File: src/rtl/cell_writer.sv
// Read-modify-write of a single arena cell: read the row, update one bit, write it back,
// and report the cell's previous value.
module cell_writer #(
  parameter int unsigned ARENA_WIDTH  = 10,
  parameter int unsigned ARENA_HEIGHT = 10
) (
  input  logic                   clk,
  input  logic                   reset,
  input  logic                   start,
  output logic                   ready,
  input  logic [1:0]             op,
  input  logic [9:0]             cell_column,
  input  logic [9:0]             cell_row,
  input  logic                   cell_value,
  output logic                   done,
  output logic                   error,
  output logic                   prev_value,
  output logic                   changed,
  output logic [9:0]             arena_row_select,
  input  logic [ARENA_WIDTH-1:0] arena_columns,
  output logic                   arena_write_en,
  output logic [ARENA_WIDTH-1:0] arena_write_data
);

  typedef enum logic [2:0] {StIdle, StRead, StModify, StWrite, StError} state_e;

  localparam logic [1:0] OpWrite  = 2'd0;
  localparam logic [1:0] OpSet    = 2'd1;
  localparam logic [1:0] OpClear  = 2'd2;
  localparam logic [1:0] OpToggle = 2'd3;

  state_e                 state_q, state_d;
  logic [1:0]             op_q;
  logic [9:0]             row_q, col_q;
  logic                   value_q;
  logic [ARENA_WIDTH-1:0] old_q;

  logic [ARENA_WIDTH-1:0] mask;
  logic [ARENA_WIDTH-1:0] modify_new;
  logic [ARENA_WIDTH-1:0] write_new;
  logic                   out_of_range;

  function automatic logic [ARENA_WIDTH-1:0] apply_op(input logic [ARENA_WIDTH-1:0] row,
                                                      input logic [ARENA_WIDTH-1:0] m,
                                                      input logic [1:0]             o,
                                                      input logic                   v);
    logic [ARENA_WIDTH-1:0] r;
    r = row;
    unique case (o)
      OpWrite:  r = v ? (row | m) : (row & ~m);
      OpSet:    r = row | m;
      OpClear:  r = row & ~m;
      OpToggle: r = row ^ m;
      default:  r = row;
    endcase
    return r;
  endfunction

  // Shift instead of indexing so the 10-bit column needs no width juggling.
  assign mask         = ARENA_WIDTH'(1) << col_q;
  assign modify_new   = apply_op(arena_columns, mask, op_q, value_q);
  assign write_new    = apply_op(old_q, mask, op_q, value_q);
  assign out_of_range = (32'(cell_row) >= ARENA_HEIGHT) || (32'(cell_column) >= ARENA_WIDTH);

  always_ff @(posedge clk) begin
    if (!reset) begin
      state_q <= StIdle;
      op_q    <= '0;
      row_q   <= '0;
      col_q   <= '0;
      value_q <= 1'b0;
      old_q   <= '0;
    end else begin
      state_q <= state_d;
      if (state_q == StIdle && start) begin
        op_q    <= op;
        row_q   <= cell_row;
        col_q   <= cell_column;
        value_q <= cell_value;
      end
      if (state_q == StModify) begin
        old_q <= arena_columns;
      end
    end
  end

  always_comb begin
    state_d          = state_q;
    ready            = 1'b0;
    done             = 1'b0;
    error            = 1'b0;
    prev_value       = 1'b0;
    changed          = 1'b0;
    arena_row_select = '0;
    arena_write_en   = 1'b0;
    arena_write_data = '0;
    unique case (state_q)
      StIdle: begin
        ready = 1'b1;
        if (start) state_d = out_of_range ? StError : StRead;
      end
      StRead: begin
        arena_row_select = row_q;
        state_d          = StModify;
      end
      StModify: begin
        arena_row_select = row_q;
        // An update that leaves the row unchanged finishes here without a write.
        if (modify_new == arena_columns) begin
          done       = 1'b1;
          prev_value = |(arena_columns & mask);
          state_d    = StIdle;
        end else begin
          state_d = StWrite;
        end
      end
      StWrite: begin
        arena_row_select = row_q;
        arena_write_en   = 1'b1;
        arena_write_data = write_new;
        done             = 1'b1;
        changed          = 1'b1;
        prev_value       = |(old_q & mask);
        state_d          = StIdle;
      end
      StError: begin
        done    = 1'b1;
        error   = 1'b1;
        state_d = StIdle;
      end
      default: state_d = StIdle;
    endcase
  end

endmodule
File: config.mk
export PLATFORM = sky130hd
export DESIGN_NAME = cell_writer
export DESIGN_NICKNAME = d
export VERILOG_FILES = /design/src/rtl/cell_writer.sv
export SDC_FILE = /design/constraint.sdc
export NUM_CORES = 1
export LEC_CHECK = 0
export BUFFER_PORTS_ARGS = -buffer_cell sky130_fd_sc_hd__buf_2
export CORE_MARGIN = 2
export CORE_UTILIZATION = 30
export CTS_BUF_LIST = sky130_fd_sc_hd__clkbuf_4
export DETAILED_ROUTE_END_ITERATION = 10
export HOLD_SLACK_MARGIN = 0.15
export PLACE_DENSITY_LB_ADDON = 0.12
export REMOVE_ABC_BUFFERS = 1
export SLEW_MARGIN = 20
export SYNTH_ARGS = -nofsm -noshare
export SYNTH_HDL_FRONTEND = slang
export SYNTH_SLANG_ARGS = --single-unit
File: constraint.sdc
create_clock -name clk -period 4.1 [get_ports clk]
set_input_delay 0.205 -clock clk [delete_from_list [all_inputs] [get_ports clk]]
set_output_delay 0.205 -clock clk [all_outputs]
set_load 0.005 [all_outputs]
==> run_results.csv, run 1 <==
group,metric,value,unit
critical_path,critical_path_class,"reg -> out",
yosys,synth_seq_area_share,18.6,%
yosys,async_reset_ff_share,0,%
grt,grt_antenna_before_repair,0,
layout,finalNetCount,681,
timing,fmax,255,MHz
grt,track_usage,16.2,%
routing,drt_iter0_markers,157,
yosys,yosysMostFrequentCell,"nand2_1",
floorplan,start_util,30.6,%
critical_path,crit_path_start_kind,"register",
critical_path,cp_max_fo,6,
clocking,cts_tree,"done",
layout,drive_gt1_share,17.2,%
clocking,cts_root_buffer,"clkbuf_4",
floorplan,num_rows,41,
clocking,numClockSinks,36,
floorplan,die_width,118,um
yosys,yosysUniqueCellTypes,64,
layout,area_growth,21.7,%
yosys,synth_edf_count,0,
critical_path,crit_end,"prev_value",
pwr,ir_worst_vdd,0.000110,V
routing,ant_nets,0,
critical_path,slowest_stage,"or4_4",
timing,period_share,95.8,%
worst_hold_path,hp-class,"in -> reg",
yosys,synthTopCellsByArea,"ha_1 (19%), dfxtp_1 (19%), nand2_1 (9.2%), a21boi_0 (6.4%), mux2i_1 (4.7%)",
clocking,htreeDepth,2,
yosys,yosys_warnings,0,
timing,max-slew-margin-rel,36.1,%
clocking,cts_buffer_depth,2,
layout,seqCellArea,722,um2
yosys,synth_cells,506,
critical_path,arrival,3.72,ns
layout,diodes,0,
timing,worst_pin_slew,0.959,ns
timing,rsz0062_at_grt,"no",
routing,drc_errors,0,
floorplan,io_pins,62,
placement,dpl-instance-area,4320,um2
grt,grt_overflow,0,
routing,wl_per_cell,14.7,um
yosys,synth-seq-cells,36,
layout,multi_input_area,2890,um2
routing,firstDrtPassIters,4,
critical_path,r2r_start,"col_q[5]$_SDFFE_PN0P_",
run_status,status,"complete, no violations",
timing,final.min_clock_period,3.93,ns
yosys,synth_commonest_cells,"nand2_1 (95), ha_1 (60), dfxtp_1 (36), a21boi_0 (33)",
routing,vias,3676,
yosys,synth_top_area_cell,"ha_1",
pwr,p_leak,1.96,nW
timing,clock_skew,0.00601,ns
yosys,synth_area,3870,um2
critical_path,cp-end-kind,"output pin",
clocking,cts.clk_slew.worst_paths,0.14,ns
critical_path,ff2ff_path_depth,13,
yosys,avgSynthCellArea,7.64,um2
critical_path,crit_required,3.89,ns
timing,hold_violations,0,
timing,setup_viol,0,
timing,tns,0,ns
placement,dpl.hpwl,8270,um
critical_path,reg2reg_to,"state_q[0]$_SDFFE_PN0P_",
floorplan,die_h,118,um
routing,wirelength,11200,um
clocking,clkLatencyLatePin,0.36,ns
layout,fillers,1367,
critical_path,crit_path_start,"col_q[2]$_SDFFE_PN0P_",
floorplan,core,12600,um2
yosys,netlist.area_leader.share,19.4,%
floorplan,die-area,13800,um2
routing,vias_per_cell,4.85,
layout,fin_area,4710,um2
grt,grt_max_degree,56,
timing,slew_viol_final,0,
critical_path,slowest_delay,0.57,ns
placement,gp_congestion,0.832,
clocking,cts_made_buffers,5,
grt,grt_pass1_wl,18300,um
run,maxCapViolations,0,
critical_path,path_cells,"or4_4, or3_4, ha_1, xor2_1, a2111oi_1, o32ai_1, a31oi_1, and4bb_1, nand3_2, o41ai_2, buf_2",
placement,portBuffers,61,
grt,grt_pass1_vias,3514,
critical_path,rrSetupSlack,0.72,ns
pwr,p_per_area,196,nW/um2
yosys,synth_flop_cell,"dfxtp_1",
-- worst min-delay path by stage --
stage                          startpoint  cells past startpoint  slack [ns]                       to
floorplan                           reset                      2        0.32  state_q[2]$_SDFFE_PN0P_
global placement    row_q[5]$_SDFFE_PN0P_                      2        0.45    row_q[5]$_SDFFE_PN0P_
detailed placement  row_q[7]$_SDFFE_PN0P_                      2        0.46    row_q[7]$_SDFFE_PN0P_
CTS                      arena_columns[1]                      3        0.16    old_q[1]$_SDFFE_PN0N_
global route             arena_columns[6]                      3        0.16    old_q[6]$_SDFFE_PN0N_
finish                   arena_columns[3]                      3        0.17    old_q[3]$_SDFFE_PN0N_
-- cell usage in the layout, fill, tap and decap left out, types with 3 or more instances in the layout --
master / Yosys / final
nand2_1: 95 / 95
or3_4: 3 / 3
nand2b_1: 13 / 13
dlygate4sd3_1: 0 / 26
a211oi_1: 7 / 7
o21ai_0: 13 / 13
nand3_1: 3 / 3
and2_1: 13 / 13
nor4_1: 6 / 6
nor2_1: 32 / 31
o21ai_1: 7 / 7
buf_2: 3 / 61
mux2i_1: 18 / 18
a21oi_1: 19 / 19
or4_1: 4 / 4
clkbuf_4: 0 / 5
a21boi_0: 33 / 33
dfxtp_1: 36 / 35
nor3_1: 4 / 4
o32ai_1: 6 / 6
nor3b_1: 9 / 9
a31oi_1: 7 / 7
inv_1: 32 / 32
ha_1: 60 / 60
nor2b_1: 5 / 5
xnor2_1: 5 / 5
buf_4: 5 / 12
o31ai_1: 3 / 3
nand4_1: 3 / 3
-- cells by family after synthesis --
logic type / after synthesis / share of synthesized area [%]
AOI/OAI and AO/OA: 113 / 19.9
and+or+nand+nor: 209 / 28.1
adders and majority gates: 60 / 19.4
DFF: 36 / 18.6
xor gates and xnor gates: 7 / 1.59
muxes: 19 / 4.95
buffers and inverters: 62 / 7.38
-- final cells by class --
cell class | count | share of cell area [%]
Clock buffer | 5 | 0.797
Clock inverter | 3 | 0.984
Inverter | 35 | 2.90
Multi-Input combinational cell | 408 | 61.5
Sequential cell | 36 | 15.3
Tap cell | 172 | 4.57
Timing Repair Buffer | 99 | 13.9
-- power by group --
part           switching [W]  internal (W)  total (W)
sequential         0.0000255      0.000364   0.000389
clock               0.000154      0.000130   0.000285
combinational       0.000136      0.000114   0.000250
-- sequential cells by signal, indices dropped and copies added (netlist names) --
name / flops
col_q: 10
old_q: 10
value_q: 1
row_q: 10
state_q: 3
op_q: 2
-- layer usage --
metal / share of wire (%) / routed length, um / track usage [%]
met5: 0 / 0 / 0
met4: 0.91 / 101 / 3.31
met3: 2.8 / 314 / 1.89
met2: 47 / 5250 / 27.2
met1: 49 / 5480 / 22.4
-- what timing repair did --
action	in CTS	in global routing
pin swaps	0	2
gates resized for setup	1	6
setup buffers	0	2
hold buffers	26	0
endpoints found under the setup margin	1	2
endpoints found under the hold margin	26	0
-- through the flow --
stage / worst slack [ns] / power (W) / cells / hold WS [ns] / util [%]
CTS: 0.0718 / 0.000934 / 756 / 0.156 / 37.0
global route: 0.0181 / 0.000984 / 758 / 0.158 / 37.3
floorplan: 0.934 / 0.000536 / 479 / 0.319 / -
detailed placement: 0.387 / 0.000622 / 722 / 0.457 / 34.2
finish: 0.174 / 0.000924 / 758 / 0.172 / 37.3
global placement: 0.431 / 0.000620 / 722 / 0.448 / 34.2
-- worst max-delay path, delay by kind of cell, from the launching register on --
family | cells | cell delay [ns]
and+or+nand+nor | 4 | 1.36
adders and majority gates | 1 | 0.22
DFF | 1 | 0.36
buffers and inverters | 1 | 0.19
xor gates and xnor gates | 1 | 0.14
AOI/OAI and AO/OA | 4 | 1.07
Note: power is estimated with default switching activity, not from simulation.
==> inputs of run 2 (changes only) <==
- BUFFER_PORTS_ARGS: -buffer_cell sky130_fd_sc_hd__buf_2 -> default
- DONT_BUFFER_PORTS: default -> 1
==> run 2 against run 1 <==
- global-route usage grew 0.83 points
- sequential share of layout area shrank 0.15 points
- non-clock buffer count shrank 28
- sequential power is essentially flat
- combinational power shrank 4%
- power shrank 2.2%
- critical path type unchanged
- highest routed layer unchanged
==> run_results.csv, run 2 (synthesis results as in run 1) <==
group,metric,value,unit
run_status,status,"complete, no violations",
layout,area_growth,22.9,%
layout,reg_top3,"col_q: 10 flops, old_q: 10 flops, row_q: 10 flops",
clocking,cts_setup_buffers,0,
timing,hold_violations,0,
critical_path,slowest_stage,"or3_4",
pwr,p_per_area,190,nW/um2
layout,drive_gt1_share,6.99,%
grt,track_usage,17.0,%
worst_hold_path,hp-class,"in -> reg",
routing,drt_iter0_markers,160,
critical_path,ff2ff_path_depth,11,
clocking,htreeDepth,2,
timing,slew_viol_final,0,
timing,fmax,254,MHz
grt,grt_overflow,0,
routing,ant_nets,0,
critical_path,crit_end,"prev_value",
grt,grt_max_degree,49,
grt,grt_pass1_wl,19100,um
critical_path,crit_path_start,"col_q[5]$_SDFFE_PN0P_",
layout,fin_util,37.7,%
pwr,p_leak,1.88,nW
grt,grt_pass1_vias,3636,
critical_path,cp-end-kind,"output pin",
clocking,cts_made_buffers,5,
critical_path,crit_required,3.89,ns
routing,drc_errors,0,
placement,placedCellCount,661,
critical_path,path_depth,11,
pwr,ir_worst_vdd,0.000147,V
placement,gp_congestion,0.863,
floorplan,io_pins,62,
grt,grt_antenna_before_repair,0,
timing,setup_viol,0,
floorplan,core,12600,um2
layout,final_cell_count_no_fill,730,
critical_path,path_common_cell,"or2_1",
routing,vias,3572,
placement,dp_slack,0.271,ns
timing,max-slew-margin-rel,36.1,%
timing,clock_skew,0.0267,ns
timing,tns,0,ns
critical_path,cp_top_family,"simple AND/OR/NAND/NOR gates",
clocking,numClockSinks,36,
timing,setup_ws,0.163,ns
pwr,finalPower,0.000904,W
timing,worst_pin_slew,0.957,ns
critical_path,critical_path_class,"reg -> out",
floorplan,die_width,118,um
timing,period_share,96.0,%
layout,finalNetCount,653,
clocking,cts.clk_slew.worst_paths,0.13,ns
run,maxCapViolations,0,
critical_path,cp_max_fo,6,
routing,wirelength,11600,um
routing,vias_per_cell,4.89,
clocking,cts_buffer_depth,2,
placement,portBuffers,0,
critical_path,arrival,3.73,ns
floorplan,start_util,30.6,%
layout,diodes,0,
layout,final_cell_mix,"nand2_1 (95), ha_1 (60), dlygate4sd3_1 (60), dfxtp_1 (35), a21boi_0 (33)",
critical_path,path_cells,"or3_4, or2_4, or2_1, ha_1, or2_1, a311o_1, nor4_1, a21oi_1, nand4_1, o41ai_4, buf_4",
critical_path,r2r_start,"col_q[5]$_SDFFE_PN0P_",
clocking,cts_root_buffer,"clkbuf_4",
floorplan,die_h,118,um
critical_path,reg2reg_to,"state_q[0]$_SDFFE_PN0P_",
placement,dpl.hpwl,8370,um
critical_path,rrSetupSlack,0.75,ns
critical_path,slowest_delay,0.42,ns
floorplan,num_rows,41,
floorplan,die-area,13800,um2
critical_path,crit_path_start_kind,"register",
routing,firstDrtPassIters,4,
clocking,clkLatencyLatePin,0.36,ns
clocking,cts_tree,"done",
routing,wl_per_cell,15.8,um
timing,final.min_clock_period,3.94,ns
layout,final_common_cell,"nand2_1",
critical_path,path_buf_inv,1,
## run 2: cell types whose count changed in the layout (fill, tap and decap cells not counted)
| cell | change |
|---|---|
| buf_2 | -61 |
| dlygate4sd3_1 | +34 |
| buf_4 | -2 |
| a2111oi_0 | +1 |
| a2111oi_1 | -1 |
| buf_12 | +1 |
| clkinv_2 | +1 |
| inv_6 | -1 |
| o41ai_2 | -1 |
| o41ai_4 | +1 |
## run 2: stage by stage
stage	hold slack, ns	cell area, um2
final	0.184	4750
after global routing	0.176	4750
after CTS	0.164	4720
after detailed placement	0.327	4010
after global placement	0.326	4010
after floorplan	0.319	3720
## run 2: power by group
group          switching, W  internal [W]  leakage, nW
logic              0.000122      0.000117         1.55
clock network      0.000147      0.000127       0.0412
registers         0.0000262      0.000364        0.294
## run 2: area by class of cell
cell class | instances | area, um2
fill | 1379 | 7870
multi-input combinational | 408 | 2900
sequential | 36 | 722
timing repair buffer | 71 | 696
tap | 172 | 215
inverter | 35 | 136
clock inverter | 3 | 42.5
clock buffer | 5 | 37.5
## run 2: worst min-delay path by stage
stage           from                       to  cells after the start
2_1_floorplan  reset  state_q[2]$_SDFFE_PN0P_                      2
3_3_place_gp   reset  state_q[2]$_SDFFE_PN0P_                      2
3_5_place_dp   reset  state_q[2]$_SDFFE_PN0P_                      2
6_report       reset    col_q[2]$_SDFFE_PN0P_                      2
5_1_grt        reset    row_q[0]$_SDFFE_PN0P_                      2
4_1_cts        reset    col_q[7]$_SDFFE_PN0P_                      2
## run 2: layer usage
metal / GRT usage, % / wire [um]
met1: 22.9 / 5680
met2: 29.1 / 5380
met3: 2.57 / 405
met4: 2.86 / 102
met5: 0 / 0
## run 2: repair_timing
item / in CTS / in global routing
hold endpoints to repair: 36 / 0
hold buffers: 61 / 0
setup endpoints to repair: 1 / 2
pin swaps: 0 / 2
resized for setup: 2 / 5
## run 2: worst register-to-register path, delay by kind of cell (launching register included)
kind | cells | cell delay (ns)
adders and majority gates | 1 | 0.22
DFF | 1 | 0.37
and+or+nand+nor | 7 | 2.14
AOI/OAI and AO/OA | 3 | 0.59
